File: config.mk
export PLATFORM = sky130hd
export DESIGN_NAME = stdout_uart
export DESIGN_NICKNAME = d
export VERILOG_FILES = /design/src/rtl/stdout_uart.sv
export SDC_FILE = /design/constraint.sdc
export NUM_CORES = 1
export LEC_CHECK = 0
export ABC_AREA = 1
export CAP_MARGIN = 20
export CORE_MARGIN = 2
export CORE_UTILIZATION = 54
export CTS_BUF_LIST = sky130_fd_sc_hd__clkbuf_8
export DETAILED_ROUTE_END_ITERATION = 6
export HOLD_SLACK_MARGIN = 0.02
export PLACE_DENSITY_LB_ADDON = 0.3
export SLEW_MARGIN = 20
export SYNTH_ARGS = -nofsm -noshare
export SYNTH_HDL_FRONTEND = slang
export SYNTH_SLANG_ARGS = --single-unit
File: constraint.sdc
create_clock -name clk_i -period 1.61 [get_ports clk_i]
set_input_delay 0.2415 -clock clk_i [delete_from_list [all_inputs] [get_ports clk_i]]
set_output_delay 0.2415 -clock clk_i [all_outputs]
set_load 0.02 [all_outputs]
File: src/rtl/stdout_uart.sv
// Formats each 16-bit core output word as four uppercase hex characters plus a line terminator
// and transmits them 8N1 on uart_tx_o. Define STDOUT_UART_CRLF_EN to send CR+LF instead of LF only.
module stdout_uart #(
  parameter int unsigned CLK_DIV = 868
) (
  input  logic        clk_i,
  input  logic        rst_i,
  input  logic        stdout_val_i,
  input  logic [15:0] stdout_data_i,
  output logic        stdout_rdy_o,
  output logic        uart_tx_o,
  output logic        busy_o
);

  localparam int unsigned CNT_W    = $clog2(CLK_DIV);
  localparam int unsigned CHAR_W   = 3;
  localparam int unsigned BIT_W    = 3;
  localparam logic [7:0]  ASCII_CR = 8'h0D;
  localparam logic [7:0]  ASCII_LF = 8'h0A;
`ifdef STDOUT_UART_CRLF_EN
  localparam logic [CHAR_W-1:0] LAST_CHAR = CHAR_W'(5);
`else
  localparam logic [CHAR_W-1:0] LAST_CHAR = CHAR_W'(4);
`endif
  localparam logic [CNT_W-1:0]  BAUD_LAST = CNT_W'(CLK_DIV - 1);

  typedef enum logic [1:0] {
    IDLE  = 2'd0,
    START = 2'd1,
    DATA  = 2'd2,
    STOP  = 2'd3
  } state_e;

  state_e              state_q;
  logic [15:0]         word_q;
  logic [CNT_W-1:0]    baud_q;
  logic [BIT_W-1:0]    bit_idx_q;
  logic [CHAR_W-1:0]   char_idx_q;
  logic                tx_q;
  logic                rdy_q;
  logic                busy_q;

  logic                baud_end_c;
  logic [7:0]          char_c;

  // Nibble to uppercase ASCII hex digit.
  function automatic logic [7:0] hex_char(input logic [3:0] nib);
    if (nib < 4'd10) begin
      return 8'h30 + 8'(nib);
    end
    return 8'h37 + 8'(nib);
  endfunction

  assign baud_end_c = (baud_q == BAUD_LAST);

  // Character currently being serialised, selected by the character index.
  always_comb begin
    char_c = ASCII_LF;
    case (char_idx_q)
      3'd0: char_c = hex_char(word_q[15:12]);
      3'd1: char_c = hex_char(word_q[11:8]);
      3'd2: char_c = hex_char(word_q[7:4]);
      3'd3: char_c = hex_char(word_q[3:0]);
`ifdef STDOUT_UART_CRLF_EN
      3'd4: char_c = ASCII_CR;
      3'd5: char_c = ASCII_LF;
`else
      3'd4: char_c = ASCII_LF;
`endif
      default: char_c = ASCII_LF;
    endcase
  end

  // Frame sequencer; every output is a flop updated here.
  always_ff @(posedge clk_i) begin
    if (rst_i) begin
      state_q    <= IDLE;
      word_q     <= 16'h0000;
      baud_q     <= '0;
      bit_idx_q  <= '0;
      char_idx_q <= '0;
      tx_q       <= 1'b1;
      rdy_q      <= 1'b1;
      busy_q     <= 1'b0;
    end else begin
      case (state_q)
        IDLE: begin
          if (stdout_val_i && rdy_q) begin
            word_q     <= stdout_data_i;
            state_q    <= START;
            baud_q     <= '0;
            bit_idx_q  <= '0;
            char_idx_q <= '0;
            tx_q       <= 1'b0;
            rdy_q      <= 1'b0;
            busy_q     <= 1'b1;
          end
        end

        START: begin
          if (baud_end_c) begin
            baud_q    <= '0;
            bit_idx_q <= '0;
            state_q   <= DATA;
            tx_q      <= char_c[0];
          end else begin
            baud_q <= baud_q + CNT_W'(1);
          end
        end

        DATA: begin
          if (baud_end_c) begin
            baud_q <= '0;
            if (bit_idx_q == BIT_W'(7)) begin
              state_q <= STOP;
              tx_q    <= 1'b1;
            end else begin
              bit_idx_q <= bit_idx_q + BIT_W'(1);
              tx_q      <= char_c[bit_idx_q + BIT_W'(1)];
            end
          end else begin
            baud_q <= baud_q + CNT_W'(1);
          end
        end

        STOP: begin
          if (baud_end_c) begin
            baud_q    <= '0;
            bit_idx_q <= '0;
            if (char_idx_q == LAST_CHAR) begin
              // Terminator done: one idle-high cycle follows before the next accept.
              state_q    <= IDLE;
              char_idx_q <= '0;
              tx_q       <= 1'b1;
              rdy_q      <= 1'b1;
              busy_q     <= 1'b0;
            end else begin
              char_idx_q <= char_idx_q + CHAR_W'(1);
              state_q    <= START;
              tx_q       <= 1'b0;
            end
          end else begin
            baud_q <= baud_q + CNT_W'(1);
          end
        end

        default: begin
          state_q <= IDLE;
          tx_q    <= 1'b1;
          rdy_q   <= 1'b1;
          busy_q  <= 1'b0;
        end
      endcase
    end
  end

  assign uart_tx_o    = tx_q;
  assign stdout_rdy_o = rdy_q;
  assign busy_o       = busy_q;

endmodule

# == Yosys cells after proc, flatten, opt, wreduce, memory -nomap -nowiden ==
# Index checks and enable logic that the tools add are counted.
# totals
register_bits,37
n_memories,0
rom_bits,0
output_inout_bits,3
wordCells,104
in_bits,19
latch_bits,0
ramBits,0
# classes
n_eq_ne,17
div,0
bitwise_logic,0
muxes,51
addsub,11
reduce_logical,12
n_lt_le_gt_ge,5
multipliers,0
shift,0
# op_table
op,count
8-bit 2-to-1 mux,8
"6-bit by 4-bit adder with 7-bit output, first input constant",8
8-bit one-hot mux with 4 select lines,1
1-bit 2-to-1 mux,21
10-bit 2-to-1 mux,2
10-bit one-hot mux with 2 select lines,1
3-bit 2-to-1 mux,6
"4-bit less-than comparator, second input constant",4
"2-bit != test, second input constant",7
4-bit AND reduction,3
"10-bit by 1-bit adder with 10-bit output, second input constant",1
"10-bit equality test, second input constant",1
2-bit 2-to-1 mux,5
3-bit one-hot mux with 3 select lines,1
2-bit one-hot mux with 4 select lines,1
"3-bit by 1-bit adder with 3-bit output, second input constant",2
"3-bit by 2-bit equality test with 1-bit output, second input constant",2
"3-bit equality test, second input constant",2
3-bit one-hot mux with 2 select lines,1
5-bit AND reduction,1
"2-bit equality test, second input constant",2
"3-bit by 4-bit less-than comparator with 1-bit output, second input constant",1
1-bit one-hot mux with 2 select lines,2
1-bit one-hot mux with 4 select lines,1
12 further kinds,12

# == Longest topological paths before layout ==
# Gate-level depths: netlist of the first run.
# logic_depth
depth_word,10
mapped_depth,18

# == Worst setup path after synthesis of the first run ==
# OpenSTA, ideal clock, no wires.
# synth_timing
path_type,reg-to-reg
startpoint,reg char_idx_q[2]
endpoint,reg tx_q (netlist: uart_tx_o)
setup_time_ps,115
setup_slack_ps,-81
arrival_ps,1576
stages_incl_launch_ff,16
required_ps,1495
period_less_slack_ps,1691
path_cell_list,dfxtp_1 -> inv_2 -> ha_1 -> inv_1 -> nand2_2 -> nor3_4 -> or2_1 -> nor2_1 -> nand2_1 -> nand2_1 -> nand2_1 -> nand2_1 -> nand2_1 -> nand2_1 -> nand2_1 -> nand2_1
# synth_via
elab_chain_len,7
elab_cells_between_ends,14
classes_between,eq/ne (4); mux (9); reduce/logical (1)
# synth_rtl
element,line_no,source
"start, declared",38,logic [CHAR_W-1:0] char_idx_q;
"start signal, assigned",138,char_idx_q <= char_idx_q + CHAR_W'(1);
"3-bit by 2-bit equality test with 1-bit output, or another cell as far along",59,case (char_idx_q)
8-bit one-hot mux with 4 select lines,59,
1-bit binary-select mux with 3-bit select,119,tx_q <= char_c[bit_idx_q + BIT_W'(1)];
1-bit 2-to-1 mux (not written as such),119,
1-bit 2-to-1 mux,114,if (bit_idx_q == BIT_W'(7)) begin
1-bit 2-to-1 mux,112,if (baud_end_c) begin
1-bit one-hot mux with 4 select lines (*),86,case (state_q)
"end signal, assigned",105,tx_q <= char_c[0];
"end signal, assigned",119,
"end, declared",39,logic tx_q;
# Every way passes the cells marked *; elsewhere a longest branch is shown, timed or not. The select of a mux whose other input is x is not followed.
# A chain may end at the register's enable or synchronous reset.

# == Final worst setup path of the first run ==
# layout_timing
startpoint,reg char_idx_q[0]
endpoint,reg tx_q (netlist: uart_tx_o)
# Same word-level chain as after synthesis.

==> results.md, run 1 <==
- Async S/R FF share, synth: 0
- Worst vdd ir: 0.949 mV
- Core Footprint: 4290 µm²
- Distinct cells, synth: 29
- Synth top cells by count: 94 x nand2_1, 49 x inv_1, 37 x dfxtp_1, 35 x a21oi_1, 35 x nor2_1
- Antenna-violating nets left: 0
- F_max: about 0.57 GHz
- CTS max path bufs: 2
- Tot Pwr: between 5 and 6 mW
- Multiplexer share of the synthesized area: 0
- Final WL: 6.11 mm
- Worst-margin pin slew: 316 ps
- Slew headroom: 0.787
- CTS Buf Count: 5
- Mapped Cells: ~370
- CTS HTree Levels: 2
- Via density per instance: 5.34
- Fin worst setup slack: -143 ps
- Mapped cell area: 2390 µm²
- RSZ-0062 raised after global routing: true
- Synth Flop Type: dfxtp_1
- Layout overhead on the synthesized area: 35.8%
- N_diodes: 0
- P_leak: roughly 1.4 nW
- Status: finished, violations left
- Die width: 70.5 µm
- Startpoint types: flop
- Final period utilization: 1.09
- Worst hold path class: reg -> reg
- Cell family with most CP delay: simple AND/OR/NAND/NOR gates
- GRT Util Overall: 0.243
- Largest net degree at the start of global routing: 33
- Synth Area in Compound Gates: 0.189
- Detailed placement HPWL: 4.18 mm
- First-pass GRT wire length: 9.77 mm
- Slowest cell on the critical path: dfxtp_4
- TritonCTS clock tree: done
- CTS Hold Bufs: 0
- Share of the synthesized area in the top cell type: 0.310
- GPL Wtd Cong: between 0.8 and 0.9
- Initial core utilization: 0.556
- Die H: 70.5 µm
- Final Skew: between 4 and 5 ps
- Antenna violations before repair: 0
- Critical path, cell by cell: ha_4 -> ha_4 -> inv_4 -> nand2_4 -> nor3_4 -> or2_1 -> nor2_1 -> nand2_1 -> nand2_1 -> nand2_1 -> nand2_1 -> nand2_1 -> nand2_1 -> nand2_1 -> nand2_1
- Port Buffers: 21
- Layout cell share with drive strength beyond 1: 0.244
- Post-Place Cell Area: 2840 µm²
- Register area share after synthesis: 0.310
- Critical Path AT: about 2000 ps
- Cell taking the most area after synthesis: dfxtp_1
- Pwr dens: 1720 nW/µm²
- CTS sink count: 37
- DRT Pass-1 Iters: 6
- Slew Limit Fails: 0
- Clock latency at the later pin of the worst-skew pair: 300 ps
- Global routing's busiest layer: met2
- CTS Root Cell: clkbuf_8
- Final Instance Area: 3240 µm²
- Maxcap violations: 0
- Worst Path Buf+Inv: 1
- Met2 usage: 0.403
- Finished Core Util: 0.754
- Via count: 2553
- Most frequent cell after synthesis: nand2_1
- Met1 usage: 0.311
- Main combinational cell family by area after synthesis: simple AND/OR/NAND/NOR gates
- Crit. End Element: flop
- Synth top area cells: dfxtp_1 31%, nand2_1 15%, ha_1 8.4%
- Final hold violation count: 0
- Initial DRC count: 162
- Setup-failing EPs final: 7
- Io pins: 22
- Clock transition at path regs: 80 ps
- Failing checks: negative setup slack
- Adder-cell share of the synthesized area: 0.0839
- Min Clock Period, post-route: 1750 ps
- Post-route setup TNS: -276 ps
- Nets: 460
- Met3 usage: 0.0534
- Grt total ovfl: 0
- Most used cell, CP: nand2_1
- Die area: between 4000 and 5000 µm²
- Crit Path Category: reg -> reg
- Row count: 24
- Post-Synth Simple-Gate Area: 0.317
- Residual DRC count: 0
- Max FO, Critical Path: 5
- Number of synthesized flops with an enable pin: 0
- CP peak stage delay: 380 ps
- WP data required: 1810 ps
- Ys Warns: 0
- Post-Synth XOR/XNOR Area: 0.00734
- Synth Net Count: 404
- #FFs+latches synth: 37
- Hold_ws: 472 ps
- Avg Cell Area, Syn: roughly 6.5 µm²
- Vias in the first global route: ~2300
- Drt wl/cell: 12.8 µm
per-layer routing:
metal	share of wire	up-vias
li1	-	1313
met1	0.46	1170
met2	0.49	58
met3	0.039	12
met4	0.018	0
met5	0	-
what timing repair did:
item,4_1_cts,5_1_grt
setup buffers,4,5
pin swaps,8,11
setup endpoints to repair,10,21
resized for setup,20,46
per-stage QoR:
stage               setup slack [ps]  instances
floorplan                       28.2        369
global placement               -62.9        461
detailed placement              -128        461
CTS                             -106        473
global route                    -268        478
finish                          -143        478
path summary, 6_finish.rpt:
kind / startpoint / to / slack, ps / cells past startpoint
setup reg to reg: char_idx_q[0]$_SDFFE_PP0P_ / uart_tx_o$_SDFFE_PP1P_ / -140 / 15
hold / removal: busy_o$_SDFFE_PP0P_ / busy_o$_SDFFE_PP0P_ / 470 / 2
setup / recovery: char_idx_q[0]$_SDFFE_PP0P_ / uart_tx_o$_SDFFE_PP1P_ / -140 / 15
hold reg to reg: busy_o$_SDFFE_PP0P_ / busy_o$_SDFFE_PP0P_ / 470 / 2
worst reg2reg max path: stages (launching register included):
cell	delay [ps]
dfxtp_4	380
ha_4	170
ha_4	170
inv_4	80
nand2_4	50
nor3_4	220
or2_1	150
nor2_1	40
nand2_1	60
nand2_1	50
nand2_1	50
nand2_1	50
nand2_1	60
nand2_1	50
nand2_1	50
nand2_1	40
state kept, by name (all words and copies together), names as in the netlist:
name	count
state_q	2
word_q	16
busy_o	1
stdout_rdy_o	1
bit_idx_q	3
uart_tx_o	1
baud_q	10
char_idx_q	3
final cells by class:
type,count,area (µm²)
Tap cell,52,65.1
Inverter,51,199
Multi-Input combinational cell,274,1580
Clock inverter,3,65.1
Clock buffer,5,68.8
Fill cell,307,1050
Timing Repair Buffer,56,497
Sequential cell,37,764
cell usage in the layout, fill, tap and decap left out, types with 3 or more instances in the layout:
| cell | n |
|---|---|
| nand2_1 | 92 |
| inv_1 | 38 |
| a21oi_1 | 34 |
| nor2_1 | 31 |
| buf_4 | 31 |
| nand3_1 | 25 |
| o21ai_0 | 25 |
| dfxtp_1 | 24 |
| clkdlybuf4s50_1 | 21 |
| inv_2 | 10 |
| dfxtp_2 | 10 |
| ha_1 | 9 |
| nor2_4 | 6 |
| o21ai_1 | 6 |
| nor2_2 | 5 |
| ha_4 | 5 |
| clkbuf_8 | 5 |
| a211oi_1 | 4 |
| inv_4 | 3 |
| nand2_2 | 3 |
| nand3_2 | 3 |
| a21oi_2 | 3 |
| dfxtp_4 | 3 |
| buf_6 | 3 |
report_power, final:
part | leakage, nW | internal (mW) | switching [mW]
registers | 0.310 | 1.18 | 0.222
clock network | 0.0681 | 0.615 | 0.356
logic | 0.987 | 1.36 | 1.83
cells by family (layout without fill, tap and decap cells):
family,Yosys count,in the layout
AO/OA/AOI/OAI,82,82
adder cells (fa/ha/maj),16,16
XOR/XNOR,2,2
flip-flops,37,37
buffers and inverters,58,115
AND/OR/NAND/NOR,174,174
Power figures use the tool's default switching activity.
==> inputs of run 2 (changes only) <==
- CORE_UTILIZATION: 54 -> 52
- CTS_BUF_LIST: sky130_fd_sc_hd__clkbuf_8 -> not set
==> results.md, run 2 (synthesis results as in run 1) <==
- Final WL: 6.01 mm
- Startpoint types: flop
- Cell count after placement: 462
- TritonCTS clock tree: done
- Pre-CTS setup slack: -101 ps
- Worst Path Buf+Inv: 2
- Largest net degree at the start of global routing: 33
- Grt total ovfl: 0
- Logic pwr share: 0.611
- Sw frac: 0.459
- M1 WL: 2.76 mm
- NetSw: roughly 2.4 mW
- Max FO, Critical Path: 7
- CTS Root Cell: clkbuf_8
- Antenna-violating nets left: 0
- Pwr dens: about 1700 nW/µm²
- Port Buffers: 21
- Worst vdd ir: 1.19 mV
- Clock share of power: 0.124
- Die H: 71.7 µm
- Nets: 460
- CTS max path bufs: 2
- Initial core utilization: 0.544
- Non-filler cells, final: 478
- Most frequent cells in the layout: 93 x nand2_1, 40 x inv_1, 34 x a21oi_1, 34 x buf_4, 28 x nor2_1
- Slew headroom: 0.799
- Die area: 5150 µm²
- Tot Pwr: 5.31 mW
- Critical path, cell by cell: inv_4 -> ha_4 -> inv_1 -> nor2_4 -> nand3_2 -> nand2_1 -> nor2_1 -> nor2_1 -> nor2_1 -> nand2_1 -> nand2_1 -> nand2_1 -> nand2_1 -> nand2_1 -> nand2_1 -> nand2_1 -> nand2_1 -> nand2_1
- Maxcap violations: 0
- Layout cell share with drive strength beyond 1: 0.239
- Via density per instance: ~5.3
- End of the worst hold path: word_q[7]$_SDFFE_PP0P_
- Crit. End Element: flop
- Final hold violation count: 0
- Worst-margin pin slew: 299 ps
- Cell family with most CP delay: simple AND/OR/NAND/NOR gates
- Layout overhead on the synthesized area: 34.1%
- Antenna violations before repair: 0
- GRT Util Overall: 0.252
- Crit Path Category: reg -> reg
- Slew Limit Fails: 0
- Slowest cell on the critical path: dfxtp_4
- Io pins: 22
- Met2 WL post-DR: 2.87 mm
- CTS Buf Count: 5
- First-pass GRT wire length: 10.5 mm
- Failing checks: negative setup slack
- R2R setup slack: -100 ps
- CP peak stage delay: 380 ps
- Hold depth: 2
- Largest regs: word_q (16), baud_q (10)
- P_leak: 1.33 nW
- Post-Place Cell Area: 2850 µm²
- Clock transition at path regs: ~80 ps
- GPL Wtd Cong: slightly above 0.9
- Status: finished, violations left
- Setup-failing EPs final: 2
- Final Instance Area: 3200 µm²
- Most used cell, CP: nand2_1
- Critical Path AT: 1960 ps
- Commonest non-fill, non-tap cell in the layout: nand2_1
- Clock latency at the later pin of the worst-skew pair: 300 ps
- Drt wl/cell: 12.6 µm
- Initial DRC count: 208
- Finished Core Util: 0.730
- N_diodes: 0
- F_max: 0.585 GHz
- Residual DRC count: 0
- Worst hold path class: reg -> reg
- Detailed placement HPWL: 4.23 mm
- Hold path startpoint: word_q[7]$_SDFFE_PP0P_
- Die width: 71.7 µm
- CTS Hold Bufs: 0
- DRT Pass-1 Iters: 4
- RSZ-0062 raised after global routing: true
- Min Clock Period, post-route: roughly 1700 ps
- RR Startpoint: char_idx_q[1]$_SDFFE_PP0P_
- CTS sink count: 37
- Row count: 24
- Final Skew: 9.06 ps
- Core Footprint: 4380 µm²
- Vias in the first global route: 2360
- Internal: 2.87 mW
- R2r endpoint: uart_tx_o$_SDFFE_PP1P_
- CTS HTree Levels: 2
- Max reg flops: 16
- Top layer in use: met4
- Via count: between 2000 and 3000
- Worst R2R Path Depth: 18
- Sequential share of power: 0.265
- Fin worst setup slack: -99.4 ps
- Most flops, register: word_q
- Final period utilization: 1.06
- Met3 wire length: 310 µm
- WP data required: approximately 1900 ps
[run 2: area by class of cell]
class | instances | area (µm²)
clock buffers | 5 | 68.8
multi-input cells | 274 | 1600
well taps | 52 | 65.1
repair buffers | 56 | 485
fillers | 353 | 1180
flip-flops and latches | 37 | 761
inverters | 51 | 201
clock inverters | 3 | 17.5
[run 2: tightest hold or removal path: cells and delay by family, from the launching register on]
family | cells | cell delay [ps]
compound gates | 1 | 50
flops | 1 | 310
buf+inv | 1 | 60
[run 2: worst max-delay path by stage]
| stage | startpoint | end | slack, ps | depth (start not counted) |
|---|---|---|---|---|
| floorplan | char_idx_q[0]$_SDFFE_PP0P_ | uart_tx_o$_SDFFE_PP1P_ | 30 | 15 |
| global placement | state_q[0]$_SDFFE_PP0P_ | state_q[0]$_SDFFE_PP0P_ | -70 | 8 |
| detailed placement | char_idx_q[0]$_SDFFE_PP0P_ | uart_tx_o$_SDFFE_PP1P_ | -100 | 15 |
| CTS | char_idx_q[1]$_SDFFE_PP0P_ | uart_tx_o$_SDFFE_PP1P_ | -50 | 18 |
| global route | char_idx_q[0]$_SDFFE_PP0P_ | uart_tx_o$_SDFFE_PP1P_ | -270 | 18 |
| finish | char_idx_q[1]$_SDFFE_PP0P_ | uart_tx_o$_SDFFE_PP1P_ | -100 | 18 |
[run 2: power by group through the flow]
stage                     combinational (mW)  clock, mW  sequential (mW)
final                                   3.25      0.658             1.41
after global routing                    3.64      0.716             1.44
after CTS                               2.95      0.667             1.36
after floorplan                         1.75          0             1.38
after detailed placement                2.75          0             1.35
after global placement                  2.66          0             1.34
[run 2: timing repair]
item	in CTS	in global routing
endpoints found under the setup margin	5	31
gates cloned	0	0
resized for setup	24	37
pin swaps	9	8
buffers inserted	3	5
[run 2: layer usage]
metal,up-vias,GRT usage
li1,1313,-
met1,1131,0.323
met2,65,0.420
met3,8,0.0619
met4,0,0.0755
met5,-,0
[run 2: per-stage QoR]
step           TNS [ps]  hold WS, ps
2_1_floorplan         0          320
3_3_place_gp       -179          459
3_5_place_dp       -385          464
4_1_cts           -48.2          474
5_1_grt            -709          497
6_report           -108          473
